[src/rtl/tone_pkg.sv]
// Shared note table and type definitions for the tone generator and detector.
package tone_pkg;

  localparam int NUM_NOTES = 8;

  // Half-period of each note in microseconds, C4 up to C5.
  localparam int NOTE_US [0:NUM_NOTES-1] = '{1911, 1703, 1517, 1432, 1276, 1136, 1012, 956};

  // Note indices as reported on note_id.
  typedef enum logic [2:0] {
    NOTE_C4 = 3'd0,
    NOTE_D4 = 3'd1,
    NOTE_E4 = 3'd2,
    NOTE_F4 = 3'd3,
    NOTE_G4 = 3'd4,
    NOTE_A4 = 3'd5,
    NOTE_B4 = 3'd6,
    NOTE_C5 = 3'd7
  } note_t;

  // Detector state encoding.
  typedef enum logic [1:0] {
    ST_IDLE    = 2'd0,
    ST_MEASURE = 2'd1,
    ST_LOCKED  = 2'd2
  } state_t;

  // Half-period of table entry idx in clock cycles for an m MHz clock.
  function automatic longint note_cycles(input int m, input int idx);
    return longint'(m) * longint'(NOTE_US[idx]);
  endfunction

endpackage

[src/rtl/tone_classifier.sv]
// Combinational classifier: matches a measured half-period against the note table.
module tone_classifier
  import tone_pkg::*;
#(
  parameter int M      = 20,
  parameter int N      = 20,
  parameter int TOL_US = 16
) (
  input  logic [N:0] meas,
  output logic       hit,
  output note_t      hid
);

  localparam longint TOL_CYC = longint'(M) * longint'(TOL_US);
  localparam longint CNT_LIM = longint'(1) << (N + 1);

  logic [NUM_NOTES-1:0] match;

  genvar gi;
  generate
    for (gi = 0; gi < NUM_NOTES; gi++) begin : g_note
      localparam longint     CTR  = note_cycles(M, gi);
      localparam longint     LO_L = (CTR > TOL_CYC) ? (CTR - TOL_CYC) : 64'sd0;
      localparam longint     HI_L = CTR + TOL_CYC;
      localparam logic [N:0] LO   = (N+1)'(LO_L);
      localparam logic [N:0] HI   = (N+1)'(HI_L);

      // A window that does not fit the counter width is a configuration error.
      if (HI_L >= CNT_LIM) begin : g_overflow
        $error("tone_classifier: note window exceeds counter width");
      end

      assign match[gi] = (meas >= LO) && (meas <= HI);
    end
  endgenerate

  // Priority select: windows never overlap, but the lowest index wins anyway.
  always_comb begin
    hit = |match;
    hid = NOTE_C4;
    for (int i = NUM_NOTES - 1; i >= 0; i--) begin
      if (match[i]) hid = note_t'(3'(i));
    end
  end

endmodule

[src/rtl/tone_detector.sv]
// Square-wave note detector: synchronises tone_in, measures half-periods and
// locks onto one of eight notes after LOCK_N consecutive matches.
module tone_detector
  import tone_pkg::*;
#(
  parameter int M          = 20,
  parameter int N          = 20,
  parameter int TOL_US     = 16,
  parameter int LOCK_N     = 4,
  parameter int TIMEOUT_US = 4000
) (
  input  logic       clk,
  input  logic       rst_n,
  input  logic       tone_in,
  output logic       note_valid,
  output logic [2:0] note_id,
  output logic       note_change,
  output logic [N:0] half_period
);

  localparam longint     T_OUT_L  = longint'(M) * longint'(TIMEOUT_US);
  localparam logic [N:0] T_OUT    = (N+1)'(T_OUT_L);
  localparam logic [N:0] ONE      = (N+1)'(1);
  localparam logic [3:0] LOCK_CNT = 4'(LOCK_N);

  // meas = T_OUT+1 must still be representable, and mcnt is four bits.
  if (T_OUT_L + 1 >= (longint'(1) << (N + 1))) begin : g_bad_timeout
    $error("tone_detector: timeout does not fit counter width");
  end
  if (LOCK_N < 1 || LOCK_N > 15) begin : g_bad_lock
    $error("tone_detector: LOCK_N must be in 1..15");
  end

  logic       tone_s1, tone_s2, tone_s3;
  logic       edge_pulse;
  logic [N:0] cnt;
  logic [N:0] meas;
  logic       hit;
  note_t      hid;
  state_t     state;
  note_t      cand;
  logic [3:0] mcnt;
  logic       match_run;
  logic [3:0] mcnt_upd;

  // Two-flop synchroniser plus one delay flop for edge detection.
  always_ff @(posedge clk or negedge rst_n) begin
    if (!rst_n) begin
      tone_s1 <= 1'b0;
      tone_s2 <= 1'b0;
      tone_s3 <= 1'b0;
    end else begin
      tone_s1 <= tone_in;
      tone_s2 <= tone_s1;
      tone_s3 <= tone_s2;
    end
  end

  assign edge_pulse = tone_s2 ^ tone_s3;
  assign meas       = cnt + ONE;

  // Cycles since the last edge, saturating at the silence threshold.
  always_ff @(posedge clk or negedge rst_n) begin
    if (!rst_n) begin
      cnt <= '0;
    end else if (edge_pulse) begin
      cnt <= '0;
    end else if (cnt != T_OUT) begin
      cnt <= cnt + ONE;
    end
  end

  // Capture the completed half-period on every edge.
  always_ff @(posedge clk or negedge rst_n) begin
    if (!rst_n) begin
      half_period <= '0;
    end else if (edge_pulse) begin
      half_period <= meas;
    end
  end

  tone_classifier #(
    .M      (M),
    .N      (N),
    .TOL_US (TOL_US)
  ) u_classifier (
    .meas (meas),
    .hit  (hit),
    .hid  (hid)
  );

  // A run continues only when the same note matches again after a prior match.
  assign match_run = hit && (hid == cand) && (mcnt != 4'd0);
  assign mcnt_upd  = match_run ? (mcnt + 4'd1) : {3'b000, hit};

  // Lock FSM with registered outputs; an edge takes priority over timeout.
  always_ff @(posedge clk or negedge rst_n) begin
    if (!rst_n) begin
      state       <= ST_IDLE;
      cand        <= NOTE_C4;
      mcnt        <= '0;
      note_valid  <= 1'b0;
      note_id     <= '0;
      note_change <= 1'b0;
    end else begin
      note_change <= 1'b0;
      if (edge_pulse) begin
        case (state)
          ST_IDLE: begin
            state <= ST_MEASURE;
            mcnt  <= '0;
          end
          ST_MEASURE: begin
            cand <= hid;
            mcnt <= mcnt_upd;
            if (mcnt_upd == LOCK_CNT) begin
              state       <= ST_LOCKED;
              note_valid  <= 1'b1;
              note_id     <= hid;
              note_change <= 1'b1;
            end
          end
          ST_LOCKED: begin
            if (!(hit && (hid == note_id))) begin
              state      <= ST_MEASURE;
              note_valid <= 1'b0;
              cand       <= hid;
              mcnt       <= {3'b000, hit};
            end
          end
          default: begin
            state <= ST_IDLE;
          end
        endcase
      end else if (cnt == T_OUT) begin
        state      <= ST_IDLE;
        note_valid <= 1'b0;
        mcnt       <= '0;
      end
    end
  end

endmodule

[config.mk]
export PLATFORM = sky130hd
export DESIGN_NAME = tone_detector
export DESIGN_NICKNAME = d
export VERILOG_FILES = /design/src/rtl/tone_pkg.sv /design/src/rtl/tone_classifier.sv /design/src/rtl/tone_detector.sv
export SDC_FILE = /design/constraint.sdc
export NUM_CORES = 1
export LEC_CHECK = 0
export CAP_MARGIN = 30
export CORE_UTILIZATION = 35
export CTS_CLUSTER_SIZE = 20
export DETAILED_ROUTE_END_ITERATION = 6
export PLACE_DENSITY = 0.61
export SYNTH_ARGS = -nofsm -noshare
export SYNTH_HDL_FRONTEND = slang
export SYNTH_HIERARCHICAL = 1
export SYNTH_SLANG_ARGS = --single-unit
[constraint.sdc]
create_clock -name clk -period 7.7 [get_ports clk]
set_input_delay 1.54 -clock clk [delete_from_list [all_inputs] [get_ports clk]]
set_output_delay 1.54 -clock clk [all_outputs]
set_load 0.02 [all_outputs]
Yosys cells after proc, flatten, opt, wreduce, memory -nomap -nowiden
Index checks and enable logic that the tools add are counted.
{ "op_classes": {"shift": 0, "div": 0, "n_lt_le_gt_ge": 16, "eq_ne": 12, "n_reduce_logical": 22, "bitwise": 1, "mul": 0, "add_sub_neg": 2, "muxes": 30} }
{ "op_table": {"columns": ["op", "count"], "rows": [
  ["$ge A21 B15 Y1 const B", 6],
  ["$le A21 B15 Y1 const B", 6],
  ["$ge A21 B16 Y1 const B", 2],
  ["$le A21 B16 Y1 const B", 2],
  ["$mux W21", 2],
  ["$mux W3", 9],
  ["$add A21 B1 Y21 const B", 1],
  ["$eq A21 B17 Y1 const B", 1],
  ["$ne A21 B17 Y1 const B", 1],
  ["$mux W4", 4],
  ["$pmux W4 S3", 1],
  ["$reduce_and A3 Y1", 4],
  ["$logic_and A1 B1 Y1", 11],
  ["$mux W2", 4],
  ["$reduce_or A8 Y1", 1],
  ["$mux W1", 7],
  ["$eq A3 B3 Y1", 2],
  ["$ne A3 B3 Y1 const B", 2],
  ["$pmux W2 S3", 1],
  ["$pmux W3 S2", 1],
  ["$reduce_bool A2 Y1", 3],
  ["$add A4 B1 Y4 const B", 1],
  ["$eq A4 B3 Y1 const B", 1],
  ["$ne A4 B1 Y1 const B", 1],
  ["other kinds (9)", 9]
]} }
{ "totals": {"out_inout_bits": 26, "ramBits": 0, "inputBits": 3, "rom_bits": 0, "elab_cells": 94, "memories": 0, "ff_bits": 59, "latch_bits": 0} }

Depth between registers and ports, before layout
{ "logic_depth": {"word_depth": 19, "ltp_mapped": 18, "mapped_depth_nobuf": 17} }

Hierarchy
Netlist, hierarchy kept.
{ "modules_own_cells": {"columns": ["mod", "n_inst", "area_per_inst_um2", "seq_area_each_um2", "cells_per_inst"], "rows": [
  ["tone_detector", 1, 2859.0, 1476.4, 284],
  ["tone_classifier", 1, 737.0, 0.0, 112]
]} }

Worst setup path before layout
OpenSTA, ideal clock, no wires.
{ "synth_path": {"path_type": "register to register", "startpoint": "reg cnt[0]", "endpoint": "reg note_id[0]", "slack_ns": 3.397, "required_ns": 7.572, "t_arrival_ns": 4.175, "stages_incl_launch_ff": 18, "n_path_buf": 0, "synth_period_minus_slack_ns": 4.303, "setup_ns": 0.128, "path_cell_list": "dfrtp_1 > ha_1 > nand4_1 > or4_4 > nor2_2 > xnor2_1 > inv_1 > or2_1 > or4_2 > nor4_1 > o211a_1 > nor2_1 > nand2_1 > xnor2_1 > nand3_1 > or2_1 > or3_4 > mux2_1"} }
{ "synth_via": {"elab_chain_cells": 17, "word_cells_on_any_way": 40, "classes_between": "1 x add/sub; 16 x order compare; 2 x eq/ne; 9 x mux; 12 x reduce/logical"} }
{ "synth_rtl": {"columns": ["element", "line", "source"], "rows": [
  ["start, declared", "tone_detector.sv:36", "logic [N:0] cnt;"],
  ["start signal, assigned", "tone_detector.sv:69", "cnt <= cnt + ONE;"],
  ["$add A21 B1 Y21 (*)", "tone_detector.sv:60", "assign meas = cnt + ONE;"],
  ["via meas[20]", "tone_detector.sv:37", "logic [N:0] meas;"],
  ["$ge A21 B15 Y1 or $le A21 B15 Y1 (tied branches)", "tone_classifier.sv:33", "assign match[gi] = (meas >= LO) && (meas <= HI);"],
  ["$logic_and A1 B1 Y1", "tone_classifier.sv:33", null],
  ["$mux W3 (7 in a row)", "tone_classifier.sv:42", "if (match[i]) hid = note_t'(3'(i));"],
  ["$mux W3 (*)", "tone_classifier.sv:42", null],
  ["via hid[0]", "tone_detector.sv:39", "note_t hid;"],
  ["$eq A3 B3 Y1", "tone_detector.sv:93", "assign match_run = hit && (hid == cand) && (mcnt != 4'd0);"],
  ["$logic_and A1 B1 Y1 (2 in a row)", "tone_detector.sv:93", null],
  ["$mux W4", "tone_detector.sv:94", "assign mcnt_upd = match_run ? (mcnt + 4'd1) : {3'b000, hit};"],
  ["$eq A4 B3 Y1", "tone_detector.sv:116", "if (mcnt_upd == LOCK_CNT) begin"],
  ["$reduce_and A3 Y1 (no source line)", null, null],
  ["end signal, assigned", "tone_detector.sv:119", "note_id <= hid;"],
  ["end, declared", "tone_detector.sv:16", "output logic [2:0] note_id,"]
]} }
Mark *: on every way through the listed nets, which the timed path passes. The rest lies on a longest branch.
A chain may end at the register's enable or synchronous reset.

Worst setup path in the final report
{ "layout_path": {"startpoint": "reg cnt[0]", "endpoint": "reg note_id[1]"} }
The elaborated chain is that of the path after synthesis.

==> results.json <==
{
  "firstDrtPassIters": 4,
  "vias_per_cell": 5.32,
  "slew_headroom_pct": 50.5,
  "end_kind": "flop",
  "first_global_vias": 3029,
  "io_buffers": 28,
  "worst_pin_slew_ps": 742,
  "nets": 430,
  "grt-ovfl-total": 0,
  "whs_ps": 352,
  "antenna_found_initial": 0,
  "n_fill_cell": 996,
  "drc": 0,
  "syn2layout_area_growth_pct": 14.9,
  "die_h_um": 103,
  "required_ps": 7930,
  "fin_ws_ps": 2940,
  "yosysUniqueCellTypes": 69,
  "ys_warn_count": 6,
  "hold_violations": 0,
  "async_reset_ff_share_pct": 100,
  "synth_edf_count": 0,
  "clock_latency_ps": 350,
  "yosysSeqAreaShare_pct": 41.1,
  "ant_nets": 0,
  "cts-htree-levels": 3,
  "grt_first_pass_wirelength_um": 14600,
  "synthCells": 396,
  "holdCritPathClass": "flop to flop",
  "vias": 2962,
  "ir_worst_vdd_mv": 0.112,
  "clock-root-buffer": "clkbuf_8",
  "yosysTopAreaCell": "dfrtp_1",
  "layout_commonest_cell": "nor2_1",
  "cp_slowest_cell": "or4_4",
  "multi_input_area_um2": 1880,
  "worstPathArrival_ps": 4990,
  "fin_setup_tns_ps": 0,
  "cts_tree": "built",
  "outcome": "finished, final reports clean",
  "synth_nets": 406,
  "ioPinCount": 29,
  "dieArea_um2": 10700,
  "syn-mean-instance-area_um2": 9.08,
  "ys.flop_type": "dfrtp_1",
  "critPathMaxFanout": 5,
  "critPathMaxStageDelay_ps": 530,
  "cts_resized": 0,
  "dieWidth_um": 103,
  "yosysTopAreaCellShare_pct": 41.1,
  "dp_worst_setup_slack_ps": 3020,
  "period_minus_slack_ps": 4760,
  "setup.worst_path.start_class": "flop",
  "cts_buffers": 9,
  "synth_area_um2": 3600,
  "wire_per_inst_um": 15.4,
  "clock.fmax_mhz": 210,
  "finalMaxSlewViolations": 0,
  "postCtsHoldBufs": 0,
  "path_class": "flop to flop",
  "clk_pin_slew_ps": 70,
  "design.core.area_um2": 9860,
  "setup_viol": 0,
  "final_cell_mix": "nor2_1, dfrtp_1, inv_1",
  "p_total_uw": 790,
  "period_share_pct": 61.9,
  "finClkSkew_ps": 10.2,
  "powerDensity_nw_per_um2": 191,
  "cts_max_path_buffers": 2,
  "antennaDiodeCount": 0,
  "regArea_um2": 1480,
  "worstPathCellList": "ha_1 > nand4_1 > or4_4 > nor2_2 > xnor2_1 > inv_1 > or2_1 > nor4_1 > nand3b_1 > a2111oi_4 > a31oi_1 > nand2_1 > xnor2_1 > nand3_1 > or2_1 > or3_4 > mux2_1",
  "clock-sinks": 59,
  "hpwl_um": 6140,
  "wirelength_um": 8590,
  "first_iter_violations": 224,
  "cts_setup_buffers": 0,
  "std_cell_rows": 36,
  "leakagePower_uw": 0.00185,
  "drive_gt1_share_pct": 9.20,
  "start_util_pct": 36.5,
  "grt_setup_unrepaired": "no",
  "place_congestion": 0.872,
  "maxCapViolations": 0,
  "critPathBufInv": 1,
  "grt_use_total_pct": 18.0,
  "grt_max_degree": 60,
  "cpLargestDelayFamily": "simple AND/OR/NAND/NOR gates",
  "synth_area_leaders": "dfrtp_1, nor2_1, xor2_1, inv_1, a21oi_1",
  "synth.ff_latch_count": 59
}
[metrics by stage]
| step | instances | utilization, % | area (um^2) |
|---|---|---|---|
| finish | 557 | 41.9 | 4130 |
| global route | 557 | 41.9 | 4130 |
| CTS | 557 | 41.9 | 4130 |
| detailed placement | 542 | 39.9 | 3940 |
| global placement | 542 | 39.9 | 3940 |
| floorplan | 396 | - | 3600 |
[sequential cells by signal, summed over array words and instances (netlist names)]
register     cells
note_id          3
half_period     21
tone_s2          1
cand             3
state            2
tone_s1          1
tone_s3          1
mcnt             4
note_change      1
note_valid       1
cnt             21
[worst reg2reg max path, delay by kind of cell (launching register included)]
| family | cells | cell delay, ps |
|---|---|---|
| AND/OR/NAND/NOR | 10 | 2870 |
| adder cells (fa/ha/maj) | 1 | 260 |
| AO/OA/AOI/OAI | 2 | 380 |
| multiplexers | 1 | 320 |
| buffers and inverters | 1 | 70 |
| flip-flops | 1 | 420 |
| XOR/XNOR | 2 | 330 |
[power by group]
part	internal (uW)	total [uW]	switching (uW)
logic	64.9	157	92.1
registers	333	350	16.2
clock network	165	284	119
total	563	790	227
[synth_stat cells (4+ instances only)]
cell type / n
o21ai_0: 4
clkbuf_8: 4
nand3_1: 21
xnor2_1: 11
ha_1: 7
and3_1: 6
nor2_1: 64
xor2_1: 16
inv_1: 33
dfrtp_1: 59
nor4_1: 8
nand4_1: 9
a21oi_1: 24
mux2_1: 6
o211ai_1: 5
clkbuf_1: 9
a31oi_1: 5
nand2_1: 19
nor3_1: 12
[layer usage]
| metal | global-route usage (%) | wire length [um] | vias to the layer above |
|---|---|---|---|
| met5 | 0 | 0 | - |
| met4 | 8.45 | 192 | 0 |
| met3 | 4.50 | 399 | 19 |
| met2 | 28.3 | 4040 | 68 |
| met1 | 23.3 | 3960 | 1435 |
| li1 | - | - | 1440 |
[logic make-up (layout without fill, tap and decap cells)]
kind of cell,Yosys count,count (layout),share of synthesized area [%]
multiplexers,8,8,2.47
AND/OR/NAND/NOR,176,176,26.1
flip-flops,59,59,41.1
AO/OA/AOI/OAI,68,68,14.0
adder cells (fa/ha/maj),7,7,2.44
XOR/XNOR,28,28,7.03
buffers and inverters,50,78,6.99
[cell type report]
type	instances	share of cell area, %
multi-input combinational	287	45.5
sequential	59	35.7
timing repair buffer	30	7.03
tap	133	4.03
clock buffer	13	3.85
inverter	33	3.00
clock inverter	2	0.848
[worst paths after layout]
path / slack, ps / cells past startpoint / end / from
max: 2940 / 17 / note_id[1]$_DFFE_PN0P_ / cnt[0]$_DFFE_PN0P_
min: 350 / 0 / tone_s2$_DFF_PN0_ / tone_s1$_DFF_PN0_
max reg2reg: 2940 / 17 / note_id[1]$_DFFE_PN0P_ / cnt[0]$_DFFE_PN0P_
min reg2reg: 350 / 0 / tone_s2$_DFF_PN0_ / tone_s1$_DFF_PN0_
max in group asynchronous: 5870 / 2 / mcnt[1]$_DFFE_PN0P_ / rst_n
min in group asynchronous: 1340 / 2 / cnt[2]$_DFFE_PN0P_ / rst_n
No activity file was read; power rests on OpenSTA's default activity.
